$ cat src/rtl/state_seq_ctrl_if.sv
// rtl/state_seq_ctrl_if.sv - control/status bundle for the state sequencer (STATE_SEQ_FAULT_INJ_EN adds inject/fault_hit)
interface state_seq_ctrl_if #(
  parameter int CNT_W = 16
) ();
  logic             step;
  logic             use_ext;
  logic [1:0]       br_sel;
  logic             force_en;
  logic [3:0]       force_state;
  logic [3:0]       state;
  logic [3:0]       old_state;
  logic             step_done;
  logic             illegal;
  logic [CNT_W-1:0] loop_cnt;
`ifdef STATE_SEQ_FAULT_INJ_EN
  logic             inject;
  logic             fault_hit;

  modport master (
    output step, use_ext, br_sel, force_en, force_state, inject,
    input  state, old_state, step_done, illegal, loop_cnt, fault_hit
  );
  modport slave (
    input  step, use_ext, br_sel, force_en, force_state, inject,
    output state, old_state, step_done, illegal, loop_cnt, fault_hit
  );
`else
  modport master (
    output step, use_ext, br_sel, force_en, force_state,
    input  state, old_state, step_done, illegal, loop_cnt
  );
  modport slave (
    input  step, use_ext, br_sel, force_en, force_state,
    output state, old_state, step_done, illegal, loop_cnt
  );
`endif
endinterface

$ cat src/rtl/state_seq_ctrl.sv
// rtl/state_seq_ctrl.sv - legal-graph state sequencer with LFSR/external branching (optional STATE_SEQ_FAULT_INJ_EN)
module state_seq_ctrl #(
  parameter logic [15:0] LFSR_SEED = 16'hACE1,
  parameter int          CNT_W     = 16
) (
  input  logic            clk,
  input  logic            rst_n,
  state_seq_ctrl_if.slave bus
);

  // A zero seed would lock the LFSR, so fall back to the default seed.
  localparam logic [15:0] SEED = (LFSR_SEED == 16'h0000) ? 16'hACE1 : LFSR_SEED;

  localparam logic [3:0] S0  = 4'd0;
  localparam logic [3:0] S1  = 4'd1;
  localparam logic [3:0] S2  = 4'd2;
  localparam logic [3:0] S3  = 4'd3;
  localparam logic [3:0] S4  = 4'd4;
  localparam logic [3:0] S5  = 4'd5;
  localparam logic [3:0] S6  = 4'd6;
  localparam logic [3:0] S7  = 4'd7;
  localparam logic [3:0] S8  = 4'd8;
  localparam logic [3:0] S9  = 4'd9;
  localparam logic [3:0] S14 = 4'd14;
  // Illegal codes re-enter the graph here.
  localparam logic [3:0] S_RECOVER = S4;

  logic [3:0]       r_state;
  logic [3:0]       r_old_state;
  logic             r_step_done;
  logic [CNT_W-1:0] r_loop_cnt;
  logic [15:0]      r_lfsr;

  logic [1:0]       w_c;
  logic [3:0]       w_next;
  logic [3:0]       w_step_state;
  logic             w_legal;
  logic             w_inject;
  logic             w_loop_hit;
  logic             w_lfsr_fb;
  logic             w_do_step;

  assign w_do_step = bus.step & ~bus.force_en;
  assign w_c       = bus.use_ext ? bus.br_sel : r_lfsr[1:0];
  assign w_legal   = (r_state <= S9) || (r_state == S14);
  assign w_lfsr_fb = r_lfsr[15] ^ r_lfsr[13] ^ r_lfsr[12] ^ r_lfsr[10];

`ifdef STATE_SEQ_FAULT_INJ_EN
  logic r_fault_hit;
  assign w_inject      = bus.inject;
  assign bus.fault_hit = r_fault_hit;

  // One-cycle pulse whenever a step was deliberately corrupted.
  always_ff @(posedge clk or negedge rst_n) begin
    if (!rst_n) r_fault_hit <= 1'b0;
    else        r_fault_hit <= w_do_step & bus.inject;
  end
`else
  assign w_inject = 1'b0;
`endif

  // Next state of the legal graph for the current branch choice.
  always_comb begin
    w_next = S_RECOVER;
    case (r_state)
      S0:  w_next = S1;
      S1:  w_next = w_c[0] ? S4 : S2;
      S2:  w_next = S3;
      S3:  w_next = w_c[0] ? S5 : S1;
      S4:  w_next = S5;
      S5:  w_next = w_c[0] ? S6 : S1;
      S6:  w_next = S7;
      S7:  w_next = w_c[0] ? S8 : S0;
      S8: begin
        case (w_c)
          2'b00:   w_next = S2;
          2'b01:   w_next = S4;
          2'b10:   w_next = S14;
          default: w_next = S9;
        endcase
      end
      S9:      w_next = S0;
      S14:     w_next = S0;
      default: w_next = S_RECOVER;
    endcase
  end

  // A faulted step lands one code past the legal successor.
  assign w_step_state = w_next + {3'b000, w_inject};

  // Only genuine loop closures count; recovery goes to 4 so never matches.
  assign w_loop_hit = ((r_state == S7) || (r_state == S9) || (r_state == S14)) &&
                      (w_next == S0) && !w_inject;

  // State/old_state registers: force beats step, otherwise hold.
  always_ff @(posedge clk or negedge rst_n) begin
    if (!rst_n) begin
      r_state     <= S0;
      r_old_state <= S0;
      r_step_done <= 1'b0;
    end else if (bus.force_en) begin
      r_old_state <= r_state;
      r_state     <= bus.force_state;
      r_step_done <= 1'b0;
    end else if (bus.step) begin
      r_old_state <= r_state;
      r_state     <= w_step_state;
      r_step_done <= 1'b1;
    end else begin
      r_step_done <= 1'b0;
    end
  end

  // Branch LFSR advances only when it actually supplied the branch.
  always_ff @(posedge clk or negedge rst_n) begin
    if (!rst_n)                        r_lfsr <= SEED;
    else if (w_do_step && !bus.use_ext) r_lfsr <= {r_lfsr[14:0], w_lfsr_fb};
  end

  // Saturating count of completed loops back to state 0.
  always_ff @(posedge clk or negedge rst_n) begin
    if (!rst_n)
      r_loop_cnt <= '0;
    else if (w_do_step && w_loop_hit && (r_loop_cnt != {CNT_W{1'b1}}))
      r_loop_cnt <= r_loop_cnt + 1'b1;
  end

  assign bus.state     = r_state;
  assign bus.old_state = r_old_state;
  assign bus.step_done = r_step_done;
  assign bus.illegal   = ~w_legal;
  assign bus.loop_cnt  = r_loop_cnt;

endmodule
$ cat src/flat_wrapper.sv
// flat-port wrapper written by rule: the top's interface ports become plain ports
module state_seq_ctrl_flat 
#(
  parameter logic [15:0] LFSR_SEED = 16'hACE1,
  parameter int          CNT_W     = 16
)
  (clk, rst_n, bus_step, bus_use_ext, bus_br_sel, bus_force_en, bus_force_state, bus_state, bus_old_state, bus_step_done, bus_illegal, bus_loop_cnt);
  state_seq_ctrl_if #(.CNT_W(CNT_W)) bus_i ();
  input  logic clk;
  input  logic rst_n;
  input wire logic [$bits(bus_i.step)-1:0] bus_step;
  input wire logic [$bits(bus_i.use_ext)-1:0] bus_use_ext;
  input wire logic [$bits(bus_i.br_sel)-1:0] bus_br_sel;
  input wire logic [$bits(bus_i.force_en)-1:0] bus_force_en;
  input wire logic [$bits(bus_i.force_state)-1:0] bus_force_state;
  output wire logic [$bits(bus_i.state)-1:0] bus_state;
  output wire logic [$bits(bus_i.old_state)-1:0] bus_old_state;
  output wire logic [$bits(bus_i.step_done)-1:0] bus_step_done;
  output wire logic [$bits(bus_i.illegal)-1:0] bus_illegal;
  output wire logic [$bits(bus_i.loop_cnt)-1:0] bus_loop_cnt;
  assign bus_i.step = bus_step;
  assign bus_i.use_ext = bus_use_ext;
  assign bus_i.br_sel = bus_br_sel;
  assign bus_i.force_en = bus_force_en;
  assign bus_i.force_state = bus_force_state;
  assign bus_state = bus_i.state;
  assign bus_old_state = bus_i.old_state;
  assign bus_step_done = bus_i.step_done;
  assign bus_illegal = bus_i.illegal;
  assign bus_loop_cnt = bus_i.loop_cnt;
  state_seq_ctrl #(.LFSR_SEED(LFSR_SEED), .CNT_W(CNT_W)) u_core (.clk(clk), .rst_n(rst_n), .bus(bus_i));
endmodule
$ cat config.mk
export PLATFORM = sky130hd
export DESIGN_NAME = state_seq_ctrl_flat
export DESIGN_NICKNAME = d
export VERILOG_FILES = /design/src/rtl/state_seq_ctrl_if.sv /design/src/rtl/state_seq_ctrl.sv /design/src/flat_wrapper.sv
export SDC_FILE = /design/constraint.sdc
export NUM_CORES = 1
export LEC_CHECK = 0
export ABC_AREA = 1
export CAP_MARGIN = 20
export CORE_AREA = 3 3 72 74
export DETAILED_ROUTE_END_ITERATION = 10
export DIE_AREA = 0 0 75 77
export PLACE_DENSITY_LB_ADDON = 0.1
export SLEW_MARGIN = 20
export SYNTH_ARGS = -nofsm -noshare
export SYNTH_HDL_FRONTEND = slang
export SYNTH_SLANG_ARGS = --single-unit
export TNS_END_PERCENT = 1
$ cat constraint.sdc
create_clock -name clk -period 4.54 [get_ports clk]
set_clock_uncertainty 0.1 [all_clocks]
set_input_delay 0.454 -clock clk [delete_from_list [all_inputs] [get_ports clk]]
set_output_delay 0.454 -clock clk [all_outputs]
set_load 0.02 [all_outputs]
# == Word level (Yosys, flattened, before mapping) ==
# Index checks and enable logic that the tools add are counted.
# classes
n_mux,13
bitwise,6
n_eq_ne,13
reduce_logical,13
n_lt_le_gt_ge,1
n_addsub,1
# ops
operator,n
case mux 4 bit (10 select lines),1
two-way mux 4 bit,5
adder 16 x 1 -> 16 bit (second input constant),1
equality test 4 x 3 -> 1 bit (second input constant),4
inequality test 16 bit (second input constant),1
equality test 4 bit (second input constant),3
case mux 4 bit (3 select lines),1
two-way mux 3 bit,3
equality test 4 x 2 -> 1 bit (second input constant),2
zero test 4 bit,2
equality test 4 x 1 -> 1 bit (second input constant),1
<= comparator 4 bit (second input constant),1
logical AND 1 bit,4
logical OR 1 bit,3
XOR 1 bit,3
equality test 2 x 1 -> 1 bit (second input constant),1
equality test 2 bit (second input constant),1
zero test 2 bit,1
two-way mux 1 bit,2
two-way mux 2 bit,1
inverter 1 bit,2
nonzero test 2 bit,1
OR reduction 2 bit,1
bitwise AND 1 bit,1
zero test 1 bit,1
# word_totals
regBits,41
out_inout_bits,26

# == Longest topological paths before layout ==
# Gate-level depths: netlist of the first run.
# depth
word_depth,8
mapped_depth,10
mapped_depth_nobuf,9

# == Least setup slack after synthesis of the first run ==
# Ideal clock, no wire load.
# synth_path
path_type,reg-to-reg
startpoint,"register u_core.r_loop_cnt[1], in the netlist u_core.bus.loop_cnt[1]"
endpoint,"register u_core.r_loop_cnt[14], in the netlist u_core.bus.loop_cnt[14]"
synth_period_minus_slack_ns,1.745
t_arrival_ns,1.528
stages_incl_launch_ff,8
slack_ns,2.795
path_cell_list,dfrtp_1 ha_1 nand3_1 inv_1 nand4_2 buf_2 nand3_1 nand2_1
# synth_between
elab_chain_len,2
elab_cells_between_ends,3
classes_between,1 x add/sub; 1 x eq/ne; 1 x reduce/logical
# synth_lines
item,line,rtl
from (decl),state_seq_ctrl.sv:31,logic [CNT_W-1:0] r_loop_cnt;
from (signal assigned),state_seq_ctrl.sv:125,r_loop_cnt <= r_loop_cnt + 1'b1;
"parallel branches: the longest is 2 deep, another holds adder 16 x 1 -> 16 bit",n/a,
# Several ways; the timed one is not identified.
# A chain may end at the register's enable or synchronous reset.

# == Worst setup path after layout of the first run ==
# layout_path
startpoint,"register u_core.r_state[2], in the netlist u_core.bus.state[2]"
endpoint,output port bus_illegal
# layout_between
elab_chain_len,3
elab_cells_between_ends,4
classes_between,1 x order compare; 1 x eq/ne; 1 x bitwise; 1 x reduce/logical
# layout_lines
item,line,rtl
from (decl),state_seq_ctrl.sv:28,logic [3:0] r_state;
from (signal assigned),state_seq_ctrl.sv:103,r_state <= bus.force_state;
from (signal assigned),state_seq_ctrl.sv:107,r_state <= w_step_state;
<= comparator 4 bit or equality test 4 bit (tied branches),state_seq_ctrl.sv:45,assign w_legal = (r_state <= S9) || (r_state == S14);
logical OR 1 bit *,state_seq_ctrl.sv:45,
inverter 1 bit *,state_seq_ctrl.sv:131,assign bus.illegal = ~w_legal;
to (decl),flat_wrapper.sv:19,output wire logic [$bits(bus_i.illegal)-1:0] bus_illegal;
# Mark *: on every way between the ends. The rest lies on a longest branch, timed or not.

==> summary.txt, run 1 <==
Total congestion overflow after global routing: 0
Max Root-Sink Buffers: 2
CTS-repair resized insts: 0
Syn Area/Cell: 7.35 um2
Cells along the critical path: inv_2, nand2_1, o22ai_1, clkdlybuf4s50_1
Fillers: 450
Peak supply drop: 225 uV
# nets final: 358
Worst slew margin: 40.2%
Number of global-route vias before repair: 1,801
Die ar.: 0.00578 mm2
Number of distinct library cells after synthesis: 30
Transition time of the tightest slew-check pin: 0.898 ns
Slowest stage cell, crit path: clkdlybuf4s50_1
Post-synth design cell area: 0.00226 mm2
Overall power after layout: 0.988 mW
Cell family contributing the most delay on the critical path: buffers and inverters
CTS buffer count: 5
Critical path buffer and inverter count: 2
Startpoint kind of the worst setup timing path: flip-flop
Top post-synthesis cells by area: dfrtp_1, nand2_1, dfstp_2
Final Non-Filler Cells: 400
Met1 Routed Length: 2.41 mm
Final core utilization: 59.3%
Unrepaired setup endpoints after global routing: false
DRC errors left: 0
Half-perimeter wire length after placement: 3.39 mm
Gate Count Post-Synth: 308
Cell-internal power: 0.686 mW
Logic pwr share: 21.6%
I/O pins: 37
Max Clock Freq: 0.402 GHz
Wirelength, routed: 4.70 mm
Number of flip-flops and latches in the synthesized netlist: 41
Largest net degree at the start of global routing: 42
Leakage power: 1.31 nW
Worst Hold Class: primary input to asynchronous set/reset pin
Met3 wirelength from detailed routing: 185 um
Initial DRT Pass Iterations: 5
Area growth syn-to-layout: 22.1%
Final Hold Violating Endpoints: 0
Post-synthesis cell type with the largest combined area: dfrtp_1
Seq/Total Area, Yosys: 45.8%
Power density over the cells: 358 mW/mm2
Die Wd: 75 um
Clock latency on the worst-skew pair: 0.30 ns
Max-Cap Viols: 0
Average wire per cell in the routed design: 11.8 um
Leading cell type in the layout, fill and taps excluded: nand2_1
Area of the placeable core: 0.00466 mm2
Final max-slew violation count: 0
CTS H-Tree Depth: 2
Aggregate global-route resource usage: 18.0%
Fin Setup TNS: 0 ns
Wire length of the first global-routing pass: 8.14 mm
Detailed route wirelength on metal2: 2.04 mm
CTS tree: yes
Number of port buffers: 36
Hold-fix buffer count after cts: 0
Initial cell density of the core: 48.6%
Placed cell count: 392
Number of rows created at floorplan: 25
Clock Power Share: 30.4%
Result of the run: completed
Uppermost routed layer: met4
P_sw: 0.302 mW
Switching Fraction: 30.6%
Data required time of the critical path: 3.99 ns
Buffers inserted during post-CTS setup optimization: 0
CP Class: flip-flop to output port
Die height: 77 um
1st-iter DRT viols: 136
Synth top area share: 36.5%
Number of antenna violations at the first check in global routing: 0
Clock input transition at the sequential cells of the worst setup and hold paths: 0.09 ns
Data arrival time at the worst-slack endpoint: 1.94 ns
Type of element capturing the critical path: output port
Area occupied by registers: 0.00104 mm2
Routed vias: 1,985
Multi-input logic area: 0.00110 mm2
Most frequent cells in the layout: nand2_1, clkdlybuf4s50_1, dfrtp_1
Flop pwr share: 48.1%
Diodes inserted: 0
Vias per cell: 4.96
Number of endpoints failing setup at the final stage: 0
Yosys warning count: 0
Routability cong.: 0.829
Fraction of final layout cells sized beyond drive strength 1: 9.83%
Number of nets with antenna violations after routing: 0
Net count of the mapped netlist: 321
Root buffer cell: clkbuf_8
Post-layout min period: 2.49 ns
Slowest stage delay, CP: 0.67 ns
Period utilization: 54.9%
Largest fanout on the critical path: 8
Clock sink total: 41
power by group through the flow:
stage,logic (mW),clock network (mW),registers [mW]
2_1_floorplan,0.111,0,0.497
3_3_place_gp,0.212,0,0.481
3_5_place_dp,0.216,0,0.481
4_1_cts,0.217,0.309,0.475
5_1_grt,0.242,0.325,0.483
6_report,0.213,0.300,0.475
Yosys cell counts, drive strengths merged:
library cell and instances:
o21ai 13, clkbuf 2, a22oi 2, xnor2 4, buf 4, o22ai 1
nand2 139, ha 2, dfrtp 33, a21oi 2, inv 22, dfstp 8
nor2 28, xor2 5, or2 1, nor3 3, clkinv 1, nand4 5
nand3 31, nand3b 2
area by class of cell:
| class | count | share of cell area [%] |
|---|---|---|
| Clock buffer | 5 | 2.49 |
| Sequential cell | 41 | 37.5 |
| Tap cell | 54 | 2.45 |
| Inverter | 23 | 3.12 |
| Timing Repair Buffer | 36 | 12.9 |
| Multi-Input combinational cell | 238 | 40.0 |
| Clock inverter | 3 | 1.59 |
logic make-up (layout without fill, tap and decap cells):
group | count (synthesis) | count (layout) | share of synthesized area (%)
flip-flops | 41 | 41 | 45.8
AO/OA/AOI/OAI | 18 | 18 | 4.26
XOR/XNOR | 9 | 9 | 3.48
AND/OR/NAND/NOR | 209 | 209 | 40.0
adder cells (fa/ha/maj) | 2 | 2 | 1.11
buffers and inverters | 29 | 67 | 5.42
registers in the layout, indices dropped and copies added (netlist names):
register              cells
u_core.bus.loop_cnt      16
u_core.bus.state          4
u_core.bus.old_state      4
u_core.r_lfsr            16
u_core.bus.step_done      1
path summary, 6_finish.rpt:
path,endpoint,start,depth (start not counted),slack [ns]
worst min register to register,u_core.r_lfsr[6]$_DFFE_PN1P_,u_core.r_lfsr[6]$_DFFE_PN1P_,2,0.36
worst min-delay path,u_core.r_lfsr[9]$_DFFE_PN0P_,rst_n,1,0.18
worst max register to register,u_core.bus.loop_cnt[7]$_DFFE_PN0P_,u_core.bus.loop_cnt[0]$_DFFE_PN0P_,7,2.41
worst max-delay path,bus_illegal,u_core.bus.state[2]$_DFFE_PN0P_,4,2.05
max in group asynchronous,u_core.bus.loop_cnt[10]$_DFFE_PN0P_,rst_n,1,3.59
min in group clk,u_core.r_lfsr[6]$_DFFE_PN1P_,u_core.r_lfsr[6]$_DFFE_PN1P_,2,0.36
stage by stage:
| stage | area [um2] | hold slack [ns] | setup WS, ns |
|---|---|---|---|
| after global routing | 2760 | 0.232 | 1.91 |
| after CTS | 2760 | 0.210 | 2.06 |
| after floorplan | 2260 | 0.0584 | 2.79 |
| after detailed placement | 2650 | 0.354 | 2.08 |
| final | 2760 | 0.177 | 2.05 |
| after global placement | 2650 | 0.356 | 2.13 |
layer usage:
metal | GRT usage (%) | vias to the layer above
met5 | 0 | -
met4 | 6.58 | 0
met3 | 3.67 | 6
met2 | 27.0 | 38
met1 | 25.2 | 893
li1 | - | 1048
No activity file was read; power rests on OpenSTA's default activity.
==> run 2, diff against run 1 <==
--- a/config.mk
+++ b/config.mk
@@ -7,9 +7,9 @@
 export LEC_CHECK = 0
 export ABC_AREA = 1
 export CAP_MARGIN = 20
-export CORE_AREA = 3 3 72 74
+export CORE_AREA = 3 3 73 75
 export DETAILED_ROUTE_END_ITERATION = 10
-export DIE_AREA = 0 0 75 77
+export DIE_AREA = 0 0 76 78
 export PLACE_DENSITY_LB_ADDON = 0.1
 export SLEW_MARGIN = 20
 export SYNTH_ARGS = -nofsm -noshare
==> constraint.sdc (replaced) <==
create_clock -name clk -period 2.07 [get_ports clk]
set_clock_uncertainty 0.1 [all_clocks]
set_input_delay 0.207 -clock clk [delete_from_list [all_inputs] [get_ports clk]]
set_output_delay 0.207 -clock clk [all_outputs]
set_load 0.02 [all_outputs]
==> run 2 against run 1 <==
Hold slack better by 0.11 ns. Clock power rose to 2.6 times the previous value. Routed wire length up 4.0%. Critical path depth unchanged. Cell count up 5.5%. Critical path type unchanged. Worst setup slack worse by 1.9 ns. Register-to-register slack worse by 2.2 ns. Via count up 5.3%. Largest power group unchanged. Non-clock buffer count up 9. Die area up 2.6%.
==> summary.txt, run 2 (synthesis gave the netlist of run 1 again) <==
Result of the run: completed
Max Clock Freq: 0.526 GHz
Average wire per cell in the routed design: 11.6 um
Capture instance of the worst register-to-register path: u_core.bus.loop_cnt[0]$_DFFE_PN0P_
# nets final: 367
Transition time of the tightest slew-check pin: 0.759 ns
CTS buffer count: 5
Type of element capturing the critical path: output port
Beginning of the worst register-to-register path: u_core.bus.loop_cnt[0]$_DFFE_PN0P_
Buffers inserted during post-CTS setup optimization: 0
Number of rows created at floorplan: 25
CTS H-Tree Depth: 2
Critical Path Sink: bus_illegal
Number of endpoints failing setup at the final stage: 0
Startpoint of the most critical setup path: u_core.bus.state[2]$_DFFE_PN0P_
Root buffer cell: clkbuf_8
Routed vias: 2,091
Initial cell density of the core: 47.9%
Die height: 78 um
Final max-slew violation count: 0
Area of the placeable core: 0.00472 mm2
Leakage power: 1.37 nW
Die Wd: 76 um
CP Class: flip-flop to output port
Power density over the cells: 798 mW/mm2
Routability cong.: 0.925
Final Hold Violating Endpoints: 0
Startpoint kind of the worst setup timing path: flip-flop
Number of port buffers: 36
Number of nets with antenna violations after routing: 0
Number of antenna violations at the first check in global routing: 0
Diodes inserted: 0
Fin Setup TNS: 0 ns
Total congestion overflow after global routing: 0
Data arrival time at the worst-slack endpoint: 1.59 ns
Post-detailed-placement cell area: 0.00273 mm2
Worst slew margin: 49.2%
Number of global-route vias before repair: 1,889
CTS tree: yes
Die ar.: 0.00593 mm2
DRC errors left: 0
Area growth syn-to-layout: 26.9%
Aggregate global-route resource usage: 18.0%
Largest fanout on the critical path: 8
Vias per cell: 4.95
Unrepaired setup endpoints after global routing: false
Data required time of the critical path: 1.76 ns
Peak supply drop: 563 uV
Worst Reg-to-Reg Cells: 7
Clock latency on the worst-skew pair: 0.29 ns
Largest net degree at the start of global routing: 21
Wire length of the first global-routing pass: 8.64 mm
Leading cell type in the layout, fill and taps excluded: nand2_1
Most frequent cells in the layout: nand2_1, clkdlybuf4s50_1, dfrtp_1
Wirelength, routed: 4.89 mm
Clock sink total: 41
Worst Hold Class: primary input to asynchronous set/reset pin
Half-perimeter wire length after placement: 3.60 mm
1st-iter DRT viols: 127
Max Root-Sink Buffers: 2
Post-route cell area: 0.00287 mm2
Period utilization: 91.8%
Clock input transition at the sequential cells of the worst setup and hold paths: 0.08 ns
Initial DRT Pass Iterations: 4
Minimum setup slack among reg-to-reg paths: 0.25 ns
Post-layout min period: 1.90 ns
Max-Cap Viols: 0
I/O pins: 37
Fraction of final layout cells sized beyond drive strength 1: 11.8%
[run 2: cell count changes in the layout (fill, tap and decap cells not counted), sizes merged]
cell / delta
buf: +8
bufinv: +1
clkdlybuf4s50: -1
clkinv: -1
dlygate4sd2: +1
dlygate4sd3: +1
[run 2: layer usage]
metal | global-route usage, % | part of all wire (%) | vias to the layer above
li1 | - | - | 1071
met1 | 24.9 | 49 | 964
met2 | 27.9 | 46 | 50
met3 | 4.18 | 4.1 | 6
met4 | 5.98 | 1.3 | 0
met5 | 0 | 0 | -
[run 2: how the worst min path moves through the flow]
stage | to | slack [ns] | cells after the start
after global routing | u_core.r_lfsr[12]$_DFFE_PN0P_ | 0.32 | 2
after CTS | u_core.r_lfsr[12]$_DFFE_PN0P_ | 0.29 | 2
after detailed placement | u_core.bus.loop_cnt[6]$_DFFE_PN0P_ | 0.09 | 1
after global placement | u_core.bus.loop_cnt[6]$_DFFE_PN0P_ | 0.08 | 1
final | u_core.r_lfsr[12]$_DFFE_PN0P_ | 0.29 | 2
after floorplan | u_core.bus.loop_cnt[0]$_DFFE_PN0P_ | -0.19 | 0
[run 2: worst max-delay path, cell delays in order (launching register included)]
cell and delay, ns:
dfrtp_1 0.46, inv_2 0.11, nand2_1 0.08, o22ai_1 0.27
dlygate4sd2_1 0.38
[run 2: power by group]
group          internal [mW]  switching [mW]  leakage [nW]
combinational          0.207           0.271         0.780
clock                  0.485           0.290        0.0687
sequential             0.942          0.0983         0.523
total                   1.63           0.659          1.37
[run 2: stage by stage]
stage	hold slack (ns)	power, mW	setup slack (ns)	utilization, %	std cells
floorplan	-0.189	1.33	0.325	-	308
global placement	0.0805	1.53	0.202	57.7	413
detailed placement	0.0863	1.54	0.156	57.7	413
CTS	0.291	2.33	0.158	60.8	422
global route	0.319	2.44	0.0369	60.8	422
finish	0.291	2.29	0.170	60.8	422
[run 2: area by class of cell]
| type | instances | area, um2 |
|---|---|---|
| Clock buffer | 5 | 68.8 |
| Clock inverter | 3 | 68.8 |
| Fill cell | 451 | 1850 |
| Inverter | 23 | 86.3 |
| Multi-Input combinational cell | 238 | 1100 |
| Sequential cell | 41 | 1040 |
| Tap cell | 67 | 83.8 |
| Timing Repair Buffer | 45 | 424 |
[run 2: repair_timing]
action / in CTS / in global routing
endpoints found under the hold margin: 12 / 0
gates resized for setup: 1 / 0
hold buffers: 1 / 0
setup endpoints to repair: 1 / 0
==> run 3, diff against run 2 <==
--- a/config.mk
+++ b/config.mk
@@ -7,9 +7,9 @@
 export LEC_CHECK = 0
 export ABC_AREA = 1
 export CAP_MARGIN = 20
-export CORE_AREA = 3 3 73 75
+export CORE_AREA = 4 4 74 76
 export DETAILED_ROUTE_END_ITERATION = 10
-export DIE_AREA = 0 0 76 78
+export DIE_AREA = 0 0 78 80
 export PLACE_DENSITY_LB_ADDON = 0.1
 export SLEW_MARGIN = 20
 export SYNTH_ARGS = -nofsm -noshare
==> run 3 against run 2 <==
Largest power group unchanged. Design area decreased by 1.3%. Utilization decreased by 0.77 points. Combinational power increased by 4%. Die area increased by 5.3%. Register-to-register slack got worse by 0.02 ns. Routed wire length decreased by 1.0%. Global-route usage decreased by 1.0 points. Sequential cell count unchanged.
==> summary.txt, run 3 (synthesis gave the netlist of run 1 again) <==
Final Hold Violating Endpoints: 0
Data arrival time at the worst-slack endpoint: 1.92 ns
CTS H-Tree Depth: 2
Max-Cap Viols: 0
Initial cell density of the core: 47.9%
Number of port buffers: 36
Routed vias: 2,063
1st-iter DRT viols: 135
Most frequent cells in the layout: nand2_1, clkdlybuf4s50_1, dfrtp_1
Peak supply drop: 502 uV
Type of element capturing the critical path: flip-flop
CTS buffer count: 5
Number of global-route vias before repair: 1,929
Number of rows created at floorplan: 25
Fillers: 426
# nets final: 369
I/O pins: 37
Die height: 80 um
Unrepaired setup endpoints after global routing: false
Aggregate global-route resource usage: 17.0%
Leakage power: 1.36 nW
Clock input transition at the sequential cells of the worst setup and hold paths: 0.08 ns
Half-perimeter wire length after placement: 3.54 mm
Worst Setup Slack, final: 0.228 ns
Die Wd: 78 um
Diodes inserted: 0
Post-layout min period: 1.84 ns
Vias per cell: 4.87
Initial DRT Pass Iterations: 4
Worst Hold Slack: 0.300 ns
Buffers inserted during post-CTS setup optimization: 0
Fin Setup TNS: 0 ns
Clock sink total: 41
Number of endpoints failing setup at the final stage: 0
Area of the placeable core: 0.00472 mm2
Max Root-Sink Buffers: 2
Startpoint kind of the worst setup timing path: flip-flop
Wirelength, routed: 4.84 mm
Number of antenna violations at the first check in global routing: 0
Transition time of the tightest slew-check pin: 0.491 ns
Routability cong.: 0.809
Largest net degree at the start of global routing: 24
Largest fanout on the critical path: 10
Worst Hold Class: primary input to asynchronous set/reset pin
Leading cell type in the layout, fill and taps excluded: nand2_1
Root buffer cell: clkbuf_8
Post-place setup slack: 0.0946 ns
CTS tree: yes
Worst slew margin: 67.3%
Result of the run: completed
Clock latency on the worst-skew pair: 0.29 ns
Final core utilization: 60.1%
Fraction of final layout cells sized beyond drive strength 1: 12.3%
Max Clock Freq: 0.543 GHz
Final max-slew violation count: 0
Number of nets with antenna violations after routing: 0
Total congestion overflow after global routing: 0
Die ar.: 0.00624 mm2
Average wire per cell in the routed design: 11.4 um
DRC errors left: 0
Area growth syn-to-layout: 25.3%
Power density over the cells: 722 mW/mm2
Wire length of the first global-routing pass: 8.67 mm
Period utilization: 89.0%
CP Class: flip-flop to flip-flop
Data required time of the critical path: 2.15 ns
-- run 3: critical path: stages, from the launching register on --
cell	delay, ns
dfrtp_1	0.42
ha_1	0.22
nand3_1	0.11
inv_1	0.15
nand4_2	0.30
buf_4	0.28
nand3_1	0.08
nand2_1	0.07
-- run 3: path summary, 6_finish.rpt --
path | slack, ns | endpoint | cells past startpoint | startpoint
setup / recovery | 0.23 | u_core.bus.loop_cnt[4]$_DFFE_PN0P_ | 7 | u_core.bus.loop_cnt[0]$_DFFE_PN0P_
hold / removal | 0.30 | u_core.r_lfsr[12]$_DFFE_PN0P_ | 2 | rst_n
setup reg to reg | 0.23 | u_core.bus.loop_cnt[4]$_DFFE_PN0P_ | 7 | u_core.bus.loop_cnt[0]$_DFFE_PN0P_
hold reg to reg | 0.36 | u_core.r_lfsr[5]$_DFFE_PN1P_ | 2 | u_core.r_lfsr[5]$_DFFE_PN1P_
max in group asynchronous | 0.97 | u_core.r_lfsr[0]$_DFFE_PN1P_ | 3 | rst_n
min in group clk | 0.36 | u_core.r_lfsr[5]$_DFFE_PN1P_ | 2 | u_core.r_lfsr[5]$_DFFE_PN1P_
-- run 3: power by group --
part	total (mW)	internal (mW)	switching [mW]
clock	0.519	0.233	0.287
combinational	0.498	0.216	0.282
sequential	1.03	0.942	0.0892
-- run 3: metal layers --
layer	wire [um]	global-route usage, %	vias up
met1	2420	22.8	936
met5	0	0	-
met4	55	4.37	0
li1	-	-	1070
met3	273	4.40	8
met2	2090	27.2	49
-- run 3: repair_timing --
item | in CTS | in global routing
hold buffers | 1 | 0
resized for setup | 1 | 0
setup endpoints to repair | 1 | 0
hold endpoints to repair | 15 | 0
-- run 3: final cells by class --
cell class                 count  area, um2  area share, %
timing repair buffer          47        439           15.5
multi-input combinational    238       1100           39.0
clock inverter                 3       17.5          0.618
inverter                      23       86.3           3.04
clock buffer                   5       68.8           2.43
tap                           67       83.8           2.96
sequential                    41       1040           36.5
-- run 3: metrics by stage --
step                      cell area (um2)  cells  power (mW)
after global routing                 2840    424        2.18
after CTS                            2840    424        2.07
after detailed placement             2740    415        1.55
after global placement               2740    415        1.54
final                                2840    424        2.05
after floorplan                      2260    308        1.33
